<file path="config.mk">
export PLATFORM = sky130hd
export DESIGN_NAME = fetch_unit_flat
export DESIGN_NICKNAME = d
export VERILOG_FILES = /design/src/rtl/fetch_unit_pkg.sv /design/src/rtl/fetch_unit_if.sv /design/src/rtl/fetch_unit_fifo.sv /design/src/rtl/fetch_unit.sv /design/src/flat_wrapper.sv
export SDC_FILE = /design/constraint.sdc
export NUM_CORES = 1
export LEC_CHECK = 0
export BUFFER_PORTS_ARGS = -buffer_cell sky130_fd_sc_hd__buf_2
export CAP_MARGIN = 40
export CORE_ASPECT_RATIO = 0.7
export CORE_MARGIN = 5
export CORE_UTILIZATION = 56
export CTS_BUF_LIST = sky130_fd_sc_hd__clkbuf_2 sky130_fd_sc_hd__clkbuf_4 sky130_fd_sc_hd__clkbuf_8
export DETAILED_ROUTE_END_ITERATION = 8
export PLACE_DENSITY = 0.83
export SLEW_MARGIN = 20
export SYNTH_ARGS = -nofsm -noshare
export SYNTH_HDL_FRONTEND = slang
export SYNTH_SLANG_ARGS = --single-unit
</file>
<file path="constraint.sdc">
create_clock -name clk -period 7.91 [get_ports clk]
set_clock_uncertainty 0.15 [all_clocks]
set_input_delay 0 -clock clk [delete_from_list [all_inputs] [get_ports clk]]
set_output_delay 0 -clock clk [all_outputs]
set_load 0.005 [all_outputs]
</file>
<file path="src/rtl/fetch_unit_pkg.sv">
// fetch_unit_pkg: shared widths, PC step and queue entry layout for the fetch stage
package fetch_unit_pkg;
  localparam int XLEN = 32;
  localparam int ILEN = 32;
  localparam logic [XLEN-1:0] INST_STEP = 32'd4;
  localparam logic [XLEN-1:0] RESET_PC = '0;
  typedef struct packed {
    logic [XLEN-1:0] pc;
    logic [ILEN-1:0] inst;
  } fetch_entry_t;
endpackage

</file>
<file path="src/rtl/fetch_unit_if.sv">
// fetch_unit_if: instruction-memory request/response bus and decode handshake
interface fetch_unit_if;
  import fetch_unit_pkg::*;
  logic imem_req;
  logic imem_gnt;
  logic imem_rvalid;
  logic id_valid;
  logic id_ready;
  logic [XLEN-1:0] imem_addr;
  logic [XLEN-1:0] id_pc;
  logic [ILEN-1:0] imem_rdata;
  logic [ILEN-1:0] id_inst;
  modport master (
    output imem_req, imem_addr, id_valid, id_pc, id_inst,
    input imem_gnt, imem_rvalid, imem_rdata, id_ready
  );
  modport slave (
    input imem_req, imem_addr, id_valid, id_pc, id_inst,
    output imem_gnt, imem_rvalid, imem_rdata, id_ready
  );
endinterface

</file>
<file path="src/rtl/fetch_unit_fifo.sv">
// fetch_fifo: small circular FIFO with synchronous flush and occupancy count
module fetch_fifo #(
  parameter int W = 32,
  parameter int D = 2
) (
  input  logic                   clk,
  input  logic                   rst,
  input  logic                   flush,
  input  logic                   push,
  input  logic                   pop,
  input  logic [W-1:0]           din,
  output logic [W-1:0]           dout,
  output logic [$clog2(D+1)-1:0] cnt
);
  localparam int CW = $clog2(D + 1);
  localparam int PW = D > 1 ? $clog2(D) : 1;
  logic [W-1:0] mem [D];
  logic [PW-1:0] rp, wp;
  function automatic logic [PW-1:0] nxt(input logic [PW-1:0] p);
    return p == PW'(D - 1) ? '0 : p + PW'(1);
  endfunction
  assign dout = mem[rp];
  // push into a full FIFO is only legal alongside a pop: wp == rp and the head is read before the write lands
  always_ff @(posedge clk or posedge rst)
    if (rst) begin
      rp <= '0;
      wp <= '0;
      cnt <= '0;
      for (int i = 0; i < D; i++) mem[i] <= '0;
    end else if (flush) begin
      rp <= '0;
      wp <= '0;
      cnt <= '0;
    end else begin
      if (push) begin
        mem[wp] <= din;
        wp <= nxt(wp);
      end
      if (pop) rp <= nxt(rp);
      cnt <= cnt + CW'(push) - CW'(pop);
    end
endmodule

</file>
<file path="src/rtl/fetch_unit.sv">
// fetch_unit: in-order instruction fetch around the PC register with a flushable decode queue
module fetch_unit
  import fetch_unit_pkg::*;
#(
  parameter int DEPTH = 2
) (
  input  logic            clk,
  input  logic            rst,
  input  logic [XLEN-1:0] pc,
  output logic [XLEN-1:0] npc,
  input  logic            redirect_valid,
  input  logic [XLEN-1:0] redirect_pc,
  fetch_unit_if.master    bus
);
  localparam int CW = $clog2(DEPTH + 1);
  logic [CW-1:0] out_cnt, q_cnt, drop_cnt;
  logic [XLEN-1:0] fl_pc;
  fetch_entry_t head;
  logic pop, credit, fire, enq;
  assign pop = bus.id_valid & bus.id_ready;
  // outstanding requests plus queued entries never exceed DEPTH, so every response has a slot
  assign credit = ({1'b0, out_cnt} + {1'b0, q_cnt}) < ((CW+1)'(DEPTH) + (CW+1)'(pop));
  assign bus.imem_req = credit & ~redirect_valid & ~rst;
  assign bus.imem_addr = pc;
  assign fire = bus.imem_req & bus.imem_gnt;
  assign npc = redirect_valid ? redirect_pc : fire ? pc + INST_STEP : pc;
  assign enq = bus.imem_rvalid & (drop_cnt == '0);
  assign bus.id_valid = q_cnt != '0;
  assign bus.id_pc = head.pc;
  assign bus.id_inst = head.inst;
  fetch_fifo #(.W(XLEN), .D(DEPTH)) u_inflight (
    .clk, .rst, .flush(1'b0), .push(fire), .pop(bus.imem_rvalid),
    .din(pc), .dout(fl_pc), .cnt(out_cnt)
  );
  fetch_fifo #(.W($bits(fetch_entry_t)), .D(DEPTH)) u_queue (
    .clk, .rst, .flush(redirect_valid), .push(enq), .pop,
    .din({fl_pc, bus.imem_rdata}), .dout(head), .cnt(q_cnt)
  );
  // responses already in flight at a redirect belong to the old path and are discarded
  always_ff @(posedge clk or posedge rst)
    if (rst) drop_cnt <= '0;
    else if (redirect_valid) drop_cnt <= out_cnt - CW'(bus.imem_rvalid);
    else if (bus.imem_rvalid && drop_cnt != '0) drop_cnt <= drop_cnt - CW'(1);
endmodule

</file>
<file path="src/flat_wrapper.sv">
// flat-port wrapper written by rule: the top's interface ports become plain ports
module fetch_unit_flat import fetch_unit_pkg::*;
#(
  parameter int DEPTH = 2
)
  (clk, rst, pc, npc, redirect_valid, redirect_pc, bus_imem_req, bus_imem_addr, bus_id_valid, bus_id_pc, bus_id_inst, bus_imem_gnt, bus_imem_rvalid, bus_imem_rdata, bus_id_ready);
  fetch_unit_if bus_i ();
  input  logic clk;
  input  logic rst;
  input  logic [XLEN-1:0] pc;
  output logic [XLEN-1:0] npc;
  input  logic redirect_valid;
  input  logic [XLEN-1:0] redirect_pc;
  output wire logic [$bits(bus_i.imem_req)-1:0] bus_imem_req;
  output wire logic [$bits(bus_i.imem_addr)-1:0] bus_imem_addr;
  output wire logic [$bits(bus_i.id_valid)-1:0] bus_id_valid;
  output wire logic [$bits(bus_i.id_pc)-1:0] bus_id_pc;
  output wire logic [$bits(bus_i.id_inst)-1:0] bus_id_inst;
  input wire logic [$bits(bus_i.imem_gnt)-1:0] bus_imem_gnt;
  input wire logic [$bits(bus_i.imem_rvalid)-1:0] bus_imem_rvalid;
  input wire logic [$bits(bus_i.imem_rdata)-1:0] bus_imem_rdata;
  input wire logic [$bits(bus_i.id_ready)-1:0] bus_id_ready;
  assign bus_imem_req = bus_i.imem_req;
  assign bus_imem_addr = bus_i.imem_addr;
  assign bus_id_valid = bus_i.id_valid;
  assign bus_id_pc = bus_i.id_pc;
  assign bus_id_inst = bus_i.id_inst;
  assign bus_i.imem_gnt = bus_imem_gnt;
  assign bus_i.imem_rvalid = bus_imem_rvalid;
  assign bus_i.imem_rdata = bus_imem_rdata;
  assign bus_i.id_ready = bus_id_ready;
  fetch_unit #(.DEPTH(DEPTH)) u_core (.clk(clk), .rst(rst), .pc(pc), .npc(npc), .redirect_valid(redirect_valid), .redirect_pc(redirect_pc), .bus(bus_i));
endmodule
</file>
==> results of run 1 <==
final timing paths:
| path | startpoint | endpoint | slack [ns] |
|---|---|---|---|
| max | u_core.u_queue.cnt[0]$_DFF_PP0_ | npc[19] | 4.19 |
| min | bus_imem_rdata[30] | u_core.u_queue.mem[94]$_DFFE_PP0P_ | 0.09 |
| max reg2reg | u_core.u_queue.cnt[0]$_DFF_PP0_ | u_core.u_inflight.mem[40]$_DFFE_PP0P_ | 4.62 |
| min reg2reg | u_core.u_queue.mem[50]$_DFFE_PP0P_ | u_core.u_queue.mem[50]$_DFFE_PP0P_ | 0.33 |
| max in group asynchronous | rst | u_core.u_inflight.mem[25]$_DFFE_PP0P_ | 5.64 |
| min in group asynchronous | rst | u_core.u_inflight.mem[35]$_DFFE_PP0P_ | 0.50 |
metal layers:
layer	vias to the layer above	share of wire, %	global-route usage (%)
li1	3436	-	-
met1	3663	43	32.82
met2	233	49	41.27
met3	36	5.6	4.152
met4	0	1.8	5.832
met5	-	0	0
state kept, by name, summed over array words and instances, names as in the netlist:
signal,cells
u_core.drop_cnt,2
u_core.u_queue.mem,128
u_core.u_inflight.wp,1
u_core.u_inflight.rp,1
u_core.u_queue.cnt,2
u_core.u_queue.wp,1
u_core.u_queue.rp,1
u_core.u_inflight.mem,64
u_core.u_inflight.cnt,2
cell type report:
type                    instances  area, µm²
well taps                     231      289.0
fillers                      1216       4747
repair buffers                314       2067
diodes                          1      2.502
clock inverters                 4      45.04
inverters                       9      41.29
flip-flops and latches        202       5060
clock buffers                  52      634.4
multi-input cells             544       4431
worst max-delay path, cell delays in order (launching register included):
cell and delay (ns):
dfrtp_1 0.41, ha_1 0.22, fa_1 0.43, nor4b_4 0.48, nand3_1 0.18, buf_4 0.25, nor4_1 0.52, xor2_1 0.14
mux2_2 0.28, buf_2 0.13
timing repair:
action                     CTS  global route
setup endpoints to repair    0             0
hold buffers                70             0
setup buffers                0             0
hold endpoints to repair   263             0
per-stage QoR:
step | hold WS [ns] | instances | area, µm² | utilization, %
after CTS | 0.05540 | 1356 | 12570 | 72.57
after global placement | 0.06543 | 1224 | 11030 | 63.69
final | 0.08997 | 1357 | 12570 | 72.59
after global routing | 0.06183 | 1356 | 12570 | 72.57
after floorplan | -0.1159 | 841 | 9967 | -
after detailed placement | -0.1475 | 1230 | 11190 | 64.60
cell families after synthesis:
kind of cell / Yosys count / share of synthesized area [%]
AO/OA/AOI/OAI: 99 / 4.996
XOR/XNOR: 39 / 3.427
adder cells (fa/ha/maj): 9 / 1.205
buffers and inverters: 95 / 5.084
flip-flops: 202 / 50.72
multiplexers: 228 / 25.35
AND/OR/NAND/NOR: 169 / 9.227
cells in the mapped netlist:
library cell  count
nor4_2           11
nor3b_1           1
nand4_2           2
buf_4            35
o21ai_1          21
fa_1              1
nor4b_2           1
buf_1             9
nand4_1           5
nor3_1            6
mux2_2          190
mux2_1            5
mux2i_1          33
o21ai_0          43
nand2_1          71
and4_1            3
nor4_4            2
buf_6             1
a21oi_1          34
xnor2_1          29
ha_1              8
inv_1             9
and3_1            2
nor2b_1           1
nor4b_1           2
nor4_1            4
clkbuf_1         32
or4_4             1
dfrtp_1         202
nor2_1           40
nor4b_4           1
o21a_1            1
and2_1            1
nor3b_2           1
or2_2             1
buf_2             9
xor2_1           10
nand2b_1          1
nand3_1          12
layout by cell type, fill, tap and decap left out, drive strengths merged, types with 12 or more instances in the layout:
master	netlist	final
a21oi	34	34
buf	54	244
clkbuf	32	52
dfrtp	202	202
dlygate4sd3	0	70
mux2	195	195
mux2i	33	33
nand2	71	71
nand3	12	12
nor2	40	40
nor4	17	17
o21ai	64	64
xnor2	29	29
power breakdown:
part / leakage, nW / internal [mW] / switching, mW / total [mW]
Clock: 0.366 / 0.535 / 0.394 / 0.928
Combinational: 3.01 / 0.867 / 0.705 / 1.57
Sequential: 2.53 / 1.47 / 0.275 / 1.74
==> impl_metrics.py, run 1 <==
metrics = {
    "outcome": {
        "status": "complete, no violations",
    },
    "detailed_routing": {
        "wl_um": 24990,
        "routedWlPerCell_um": 18.42,
        "via_per_inst": 5.430,
        "vias": 7368,
        "drcViolationCount": 0,
        "dr.pass1.iters": 5,
        "drtAntennaViolNets": 0,
        "drt_iter0_drc": 459,
    },
    "clock_tree": {
        "cts.sinks": 202,
        "root_buffer": "clkbuf_8",
        "cts_resized": 0,
        "clock_latency_ns": 0.53,
        "cts_tree": "built",
        "clk_pin_slew_ns": 0.07,
        "cts_max_path_buffers": 3,
        "cts_buffers": 30,
        "htreeDepth": 1,
    },
    "placed_design": {
        "place_hpwl_um": 15990,
        "portBuffers": 231,
        "place_ws_ns": 4.633,
        "place.gp.congestion": 0.8119,
    },
    "job": {
        "maxCapViolations": 0,
    },
    "synthesis": {
        "syn_inst": 841,
        "synthesis.area_um2": 9967,
        "syn_area_per_cell_um2": 11.85,
        "synth_cell_type_count": 39,
        "syn_nets": 952,
        "ys_ff_latch": 202,
        "synth_top_area_share_pct": 50.72,
        "netlist.top_cell.by_area": "dfrtp_1",
        "synth_area_leaders": "dfrtp_1, mux2_2, mux2i_1, nand2_1, buf_4",
        "ys_warn_count": 0,
        "yosysSeqAreaShare_pct": 50.72,
    },
    "sta": {
        "hold_viol": 0,
        "fin_setup_tns_ns": 0,
        "fmax_ghz": 0.2688,
        "setup_viol": 0,
        "worstMarginPinSlew_ns": 0.7764,
        "fin_crit_sh_pct": 47.03,
        "final-max-slew-violation-count": 0,
        "rsz0062_at_grt": "false",
        "relSlewSlack_pct": 48.24,
        "fin_ws_ns": 4.190,
        "period_needed_ns": 3.720,
    },
    "global_routing": {
        "grt_max_degree": 103,
        "grt_pass1_wl_um": 40710,
        "gr-usage-all-layers_pct": 24.25,
        "antenna_found_initial": 0,
        "grt_pass1_vias": 7705,
        "grt-ovfl-total": 0,
    },
    "floorplanning": {
        "die_y_um": 121.6,
        "start_util_pct": 57.56,
        "io_pins": 232,
        "coreArea_um2": 17320,
        "rows": 40,
        "die_x_um": 169.5,
        "dieArea_um2": 20610,
    },
    "final_layout": {
        "syn_to_final_growth_pct": 26.11,
        "drive_gt1_share_pct": 45.96,
        "fin_nets": 1212,
    },
    "power": {
        "p_leak_nw": 5.906,
        "vdd_drop_max_mv": 0.2191,
        "powerDensity_nw_per_um2": 337.7,
        "fin_total_pwr_mw": 4.244,
    },
    "worst_setup_path": {
        "arrival_ns": 3.57,
        "worst-setup-path-type": "reg2out",
        "cp.required_ns": 7.76,
        "end_kind": "output pin",
        "critPathMaxFanout": 13,
        "reg2regPathDepth": 7,
        "cp-start-kind": "flip-flop",
    },
    "worst_hold_path": {
        "hold_path_class": "in2reg",
        "holdPathStages": 3,
    },
}
Note: power is estimated with default switching activity, not from simulation.
==> run 2: changes to the inputs <==
- clock period: 7.91 -> 3.6 ns (I/O delays scaled with it)
==> run 2 against run 1 <==
Against the previous run: the run now ends with negative hold slack left; via count is 0.48% higher; critical path type unchanged; core utilization hardly changed; critical endpoint is now npc[30]; largest power group unchanged; sequential share of layout area hardly changed.
==> impl_metrics.py, run 2 (same netlist as run 1, synthesis figures left out) <==
metrics = {
    "sta": {
        "setup_viol": 0,
        "whs_ns": -0.002795,
        "period_needed_ns": 3.406,
        "fin_setup_tns_ns": 0,
        "fmax_ghz": 0.2936,
        "hold_viol": 3,
        "rsz0062_at_grt": "false",
        "worstMarginPinSlew_ns": 0.7926,
        "final-max-slew-violation-count": 0,
        "relSlewSlack_pct": 47.16,
        "fin_crit_sh_pct": 94.61,
    },
    "clock_tree": {
        "clk_pin_slew_ns": 0.07,
        "cts_tree": "built",
        "root_buffer": "clkbuf_8",
        "cts_buffers": 30,
        "cts.sinks": 202,
        "clock_latency_ns": 0.55,
        "cts_max_path_buffers": 3,
        "htreeDepth": 1,
    },
    "worst_setup_path": {
        "critPathMaxFanout": 10,
        "end_kind": "output pin",
        "cp-start-kind": "flip-flop",
        "slowest_stage": "fa_1",
        "worst-setup-path-type": "reg2out",
        "crit_top_cell": "buf_4",
        "crit_chain": "ha_1 > fa_1 > nor4b_4 > buf_4 > nand4_4 > buf_4 > nor4_2 > xnor2_1 > o21ai_1 > buf_2",
        "worst-path-buf-inv": 3,
        "arrival_ns": 3.26,
        "max_stage_delay_ns": 0.43,
        "cp.required_ns": 3.45,
        "cp_top_family": "simple AND/OR/NAND/NOR gates",
    },
    "outcome": {
        "violations": "negative hold slack",
        "status": "finished, violations left",
    },
    "detailed_routing": {
        "drtAntennaViolNets": 0,
        "dr.pass1.iters": 5,
        "drt_iter0_drc": 408,
        "wl_um": 24910,
        "via_per_inst": 5.443,
        "routedWlPerCell_um": 18.32,
        "drcViolationCount": 0,
        "vias": 7403,
    },
    "global_routing": {
        "grt_pass1_vias": 7843,
        "grt-ovfl-total": 0,
        "gr-usage-all-layers_pct": 23.68,
        "grt_max_degree": 203,
        "grt_pass1_wl_um": 39980,
        "antenna_found_initial": 0,
    },
    "final_layout": {
        "final_common_cell": "buf_2",
        "largest_register_ffs": 128,
        "antenna_cells": 0,
        "fillers": 1236,
        "drive_gt1_share_pct": 46.15,
        "regMostFlops": "u_core.u_queue.mem",
        "most-common-layout-cells": "buf_2, dfrtp_1, mux2_2",
        "ff_latch_area_um2": 5057,
        "syn_to_final_growth_pct": 26.19,
        "multi_input_area_um2": 4439,
        "fin_nets": 1217,
        "largestRegisters": "u_core.u_queue.mem x128, u_core.u_inflight.mem x64",
    },
    "job": {
        "maxCapViolations": 0,
    },
    "placed_design": {
        "portBuffers": 231,
        "place.gp.congestion": 0.7966,
        "place_hpwl_um": 15900,
    },
    "floorplanning": {
        "rows": 40,
        "dieArea_um2": 20610,
        "start_util_pct": 57.56,
        "io_pins": 232,
        "die_y_um": 121.6,
        "coreArea_um2": 17320,
        "die_x_um": 169.5,
    },
    "power": {
        "powerDensity_nw_per_um2": 745.4,
        "fin_total_pwr_mw": 9.375,
        "vdd_drop_max_mv": 0.3968,
        "p_leak_nw": 5.895,
    },
    "worst_hold_path": {
        "hold_path_class": "in2async",
    },
}
-- run 2: final timing paths --
kind	from	endpoint	slack (ns)	cells after the start
max	u_core.u_queue.cnt[0]$_DFF_PP0_	npc[30]	0.19	10
min	rst	u_core.u_inflight.cnt[0]$_DFF_PP0_	-0.003	4
max reg2reg	u_core.u_queue.cnt[0]$_DFF_PP0_	u_core.u_inflight.mem[50]$_DFFE_PP0P_	0.56	9
min reg2reg	u_core.u_queue.mem[50]$_DFFE_PP0P_	u_core.u_queue.mem[50]$_DFFE_PP0P_	0.33	2
max in group asynchronous	rst	u_core.u_queue.mem[118]$_DFFE_PP0P_	2.34	5
min in group clk	bus_imem_rdata[3]	u_core.u_queue.mem[3]$_DFFE_PP0P_	0.09	3
-- run 2: tightest hold or removal path: stages --
cell,delay (ns)
dlygate4sd3_1,0.53
buf_2,0.16
clkinvlp_4,0.08
buf_12,0.34
-- run 2: what timing repair did --
| action | CTS | global route |
|---|---|---|
| pin swaps | 0 | 1 |
| hold buffers | 70 | 0 |
| setup endpoints to repair | 4 | 7 |
| buffers inserted | 0 | 3 |
| resized for setup | 1 | 0 |
| hold endpoints to repair | 340 | 0 |
-- run 2: area by class of cell --
type	count	share of cell area (%)
well taps	231	2.298
flip-flops and latches	202	40.21
multi-input cells	544	35.30
inverters	9	0.2984
clock buffers	53	5.203
clock inverters	2	0.2984
repair buffers	319	16.39
-- run 2: per-stage QoR --
step / cells / setup WS [ns] / util (%) / cell area, µm²
2_1_floorplan: 841 / 0.8337 / - / 9971
3_3_place_gp: 1230 / 0.6510 / 64.13 / 11110
3_5_place_dp: 1231 / 0.5381 / 64.25 / 11130
4_1_cts: 1356 / 0.05995 / 72.34 / 12530
5_1_grt: 1360 / 0.01868 / 72.63 / 12580
6_report: 1360 / 0.1939 / 72.63 / 12580
-- run 2: where the power goes --
part	switching [mW]	internal, mW
Clock	0.853	1.20
Combinational	1.59	1.91
Sequential	0.592	3.22
-- run 2: per-layer routing --
metal / GRT usage [%] / wire (µm) / up-vias
li1: - / - / 3441
met1: 31.35 / 10570 / 3672
met2: 39.90 / 12130 / 233
met3: 4.411 / 1538 / 57
met4: 7.541 / 677 / 0
met5: 0 / 0 / -
==> run 3: changes to the inputs <==
- CORE_MARGIN: 5 -> default
- CORE_UTILIZATION: 56 -> 57
- SYNTH_HIERARCHICAL: default -> 1
==> run 3 against run 2 <==
Against the previous run: sequential power is essentially flat; design area grew 3.2%; area after synthesis grew 6.1%; the flow now finishes without violations; first-iteration DRC count grew 11%; non-clock buffer count shrank 3; largest cell class unchanged; via count shrank 2.4%.
==> impl_metrics.py, run 3 <==
metrics = {
    "detailed_routing": {
        "drt_iter0_drc": 451,
        "via_per_inst": 5.489,
        "routedWlPerCell_um": 18.40,
        "drcViolationCount": 0,
        "drtAntennaViolNets": 0,
        "dr.pass1.iters": 5,
        "wl_um": 24220,
        "vias": 7223,
    },
    "sta": {
        "period_needed_ns": 3.456,
        "relSlewSlack_pct": 57.46,
        "hold_viol": 0,
        "worstMarginPinSlew_ns": 0.6380,
        "fin_crit_sh_pct": 95.99,
        "rsz0062_at_grt": "false",
        "fin_setup_tns_ns": 0,
        "final-max-slew-violation-count": 0,
        "fmax_ghz": 0.2894,
        "setup_viol": 0,
    },
    "worst_setup_path": {
        "arrival_ns": 3.31,
        "worst-setup-path-type": "reg2out",
        "crit_start": "u_core/u_inflight/cnt[0]$_DFF_PP0_",
        "end_kind": "output pin",
        "cp.required_ns": 3.45,
        "r2r-start": "u_core/u_inflight/cnt[0]$_DFF_PP0_",
        "reg2regPathDepth": 8,
        "cp-start-kind": "flip-flop",
        "timing.rr.end": "u_core/u_inflight/mem[49]$_DFFE_PP0P_",
        "critPathMaxFanout": 8,
        "worstSetupEndpoint": "npc[24]",
        "reg2reg_slack_ns": 0.50,
    },
    "synthesis": {
        "syn_inst": 782,
        "synth-edff-count": 0,
        "synth_top_area_share_pct": 47.82,
        "ys_warn_count": 6,
        "syn_area_per_cell_um2": 13.52,
        "synth_area_leaders": "dfrtp_1, mux2_2, mux2_4, buf_4, xor2_1",
        "ys_ff_latch": 202,
        "synthTopCellsByCount": "mux2_2, dfrtp_1, mux2_4, nand2_1, buf_4",
        "synthesis.area_um2": 10570,
        "yosysMostFrequentCell": "mux2_2",
        "synth_flop_cell": "dfrtp_1",
        "async_flop_share_pct": 100.0,
        "synth_cell_type_count": 52,
        "yosysSeqAreaShare_pct": 47.82,
        "netlist.top_cell.by_area": "dfrtp_1",
    },
    "power": {
        "pwr-share-clk_pct": 21.6,
        "power_frac_seq_pct": 41.7,
        "vdd_drop_max_mv": 0.5171,
        "p_leak_nw": 6.398,
        "switching_share_pct": 29.27,
        "comb_power_share_pct": 36.6,
        "powerDensity_nw_per_um2": 699.6,
        "fin_total_pwr_mw": 9.078,
        "intPower_mw": 6.421,
        "p_switching_mw": 2.657,
    },
    "placed_design": {
        "place_hpwl_um": 15740,
        "place.gp.congestion": 0.8066,
        "portBuffers": 231,
    },
    "floorplanning": {
        "die_y_um": 115.9,
        "rows": 41,
        "io_pins": 232,
        "start_util_pct": 58.37,
        "die_x_um": 164.8,
        "dieArea_um2": 19100,
        "coreArea_um2": 18110,
    },
    "final_layout": {
        "fillers": 1274,
        "largest_register_ffs": 128,
        "fin_nets": 1169,
        "syn_to_final_growth_pct": 22.76,
        "most-common-layout-cells": "buf_2, mux2_2, dfrtp_1",
        "drive_gt1_share_pct": 55.93,
        "regMostFlops": "u_core/u_queue/mem",
        "largestRegisters": "u_core/u_queue/mem x128, u_core/u_inflight/mem x64",
        "antenna_cells": 0,
        "final_common_cell": "buf_2",
    },
    "global_routing": {
        "grt_pass1_wl_um": 37860,
        "gr-usage-all-layers_pct": 25.28,
        "grt_max_degree": 79,
        "grt-ovfl-total": 0,
        "grt_pass1_vias": 7390,
        "antenna_found_initial": 0,
    },
    "clock_tree": {
        "cts_tree": "built",
        "cts.sinks": 202,
        "clk_pin_slew_ns": 0.07,
        "root_buffer": "clkbuf_8",
        "cts_max_path_buffers": 3,
        "clock_latency_ns": 0.55,
        "cts_buffers": 30,
        "htreeDepth": 1,
    },
    "job": {
        "maxCapViolations": 0,
    },
    "worst_hold_path": {
        "hold_path_class": "in2reg",
    },
    "outcome": {
        "status": "complete, no violations",
    },
}
## run 3: logic make-up (layout without fill, tap and decap cells)
logic type / after synthesis / count (layout) / synth area share [%]
xor gates and xnor gates: 30 / 30 / 2.746
and+or+nand+nor: 116 / 116 / 6.392
other: 1 / 6 / 0.03548
adders and majority gates: 9 / 9 / 1.136
buffers and inverters: 90 / 383 / 6.487
AOI/OAI and AO/OA: 43 / 43 / 2.261
DFF: 202 / 202 / 47.82
muxes: 291 / 291 / 33.12
## run 3: routing by layer
metal	up-vias	GRT usage (%)	part of all wire, %
li1	3310	-	-
met1	3654	34.67	45
met2	226	42.38	48
met3	33	4.545	5.3
met4	0	5.076	1.6
met5	-	0	0
## run 3: area by class of cell
cell class                 instances  area [µm²]  share of cell area [%]
clock buffer                      51       633.1                   4.879
multi-input combinational        495        4860                   37.45
inverter                          13       52.55                  0.4050
sequential                       202        5060                   38.99
timing repair buffer             316        2057                   15.85
tap                              236       295.3                   2.276
clock inverter                     3       18.77                  0.1446
## run 3: power groups by stage
stage | clock, mW | combinational [mW] | sequential, mW
after floorplan | 0 | 2.39 | 3.60
after global placement | 0 | 3.04 | 3.83
after detailed placement | 0 | 3.24 | 3.81
after CTS | 2.01 | 3.33 | 3.79
after global routing | 2.11 | 3.63 | 3.91
final | 1.97 | 3.33 | 3.79
## run 3: stage by stage
step           setup WS, ns  hold WS [ns]  instance area, µm²  utilization, %  instances
6_report             0.1443       0.07846               12980           71.66       1316
5_1_grt             0.01600       0.07247               12980           71.66       1316
4_1_cts             0.05737       0.02875               12930           71.40       1313
3_5_place_dp         0.5747       -0.2080               11590           63.98       1190
3_3_place_gp         0.6488       -0.2066               11520           63.61       1187
2_1_floorplan        0.8663       -0.4088               10590               -        787
## run 3: critical path, cell delays in order (launching register included)
cell	delay, ns
dfrtp_1	0.40
ha_1	0.22
fa_1	0.45
nor3_2	0.28
nand2_1	0.12
or4_4	0.56
or3_1	0.39
a31oi_1	0.19
buf_2	0.14
## run 3: how the worst min path moves through the flow
stage / depth (start not counted) / endpoint / from / slack [ns]
final: 6 / u_core/u_inflight/wp$_DFFE_PP0P_ / bus_imem_gnt / 0.08
after floorplan: 1 / u_core/drop_cnt[0]$_DFFE_PP0P_ / rst / -0.41
after global placement: 2 / u_core/drop_cnt[0]$_DFFE_PP0P_ / rst / -0.21
after CTS: 6 / u_core/u_inflight/wp$_DFFE_PP0P_ / bus_imem_gnt / 0.03
after global routing: 3 / u_core/u_queue/mem[26]$_DFFE_PP0P_ / bus_imem_rdata[26] / 0.07
after detailed placement: 2 / u_core/drop_cnt[0]$_DFFE_PP0P_ / rst / -0.21
## run 3: what timing repair did
item                       CTS  global route
hold endpoints to repair   311             0
setup endpoints to repair    0             7
hold buffers                69             0
gates resized for setup      0             2
setup buffers                0             2
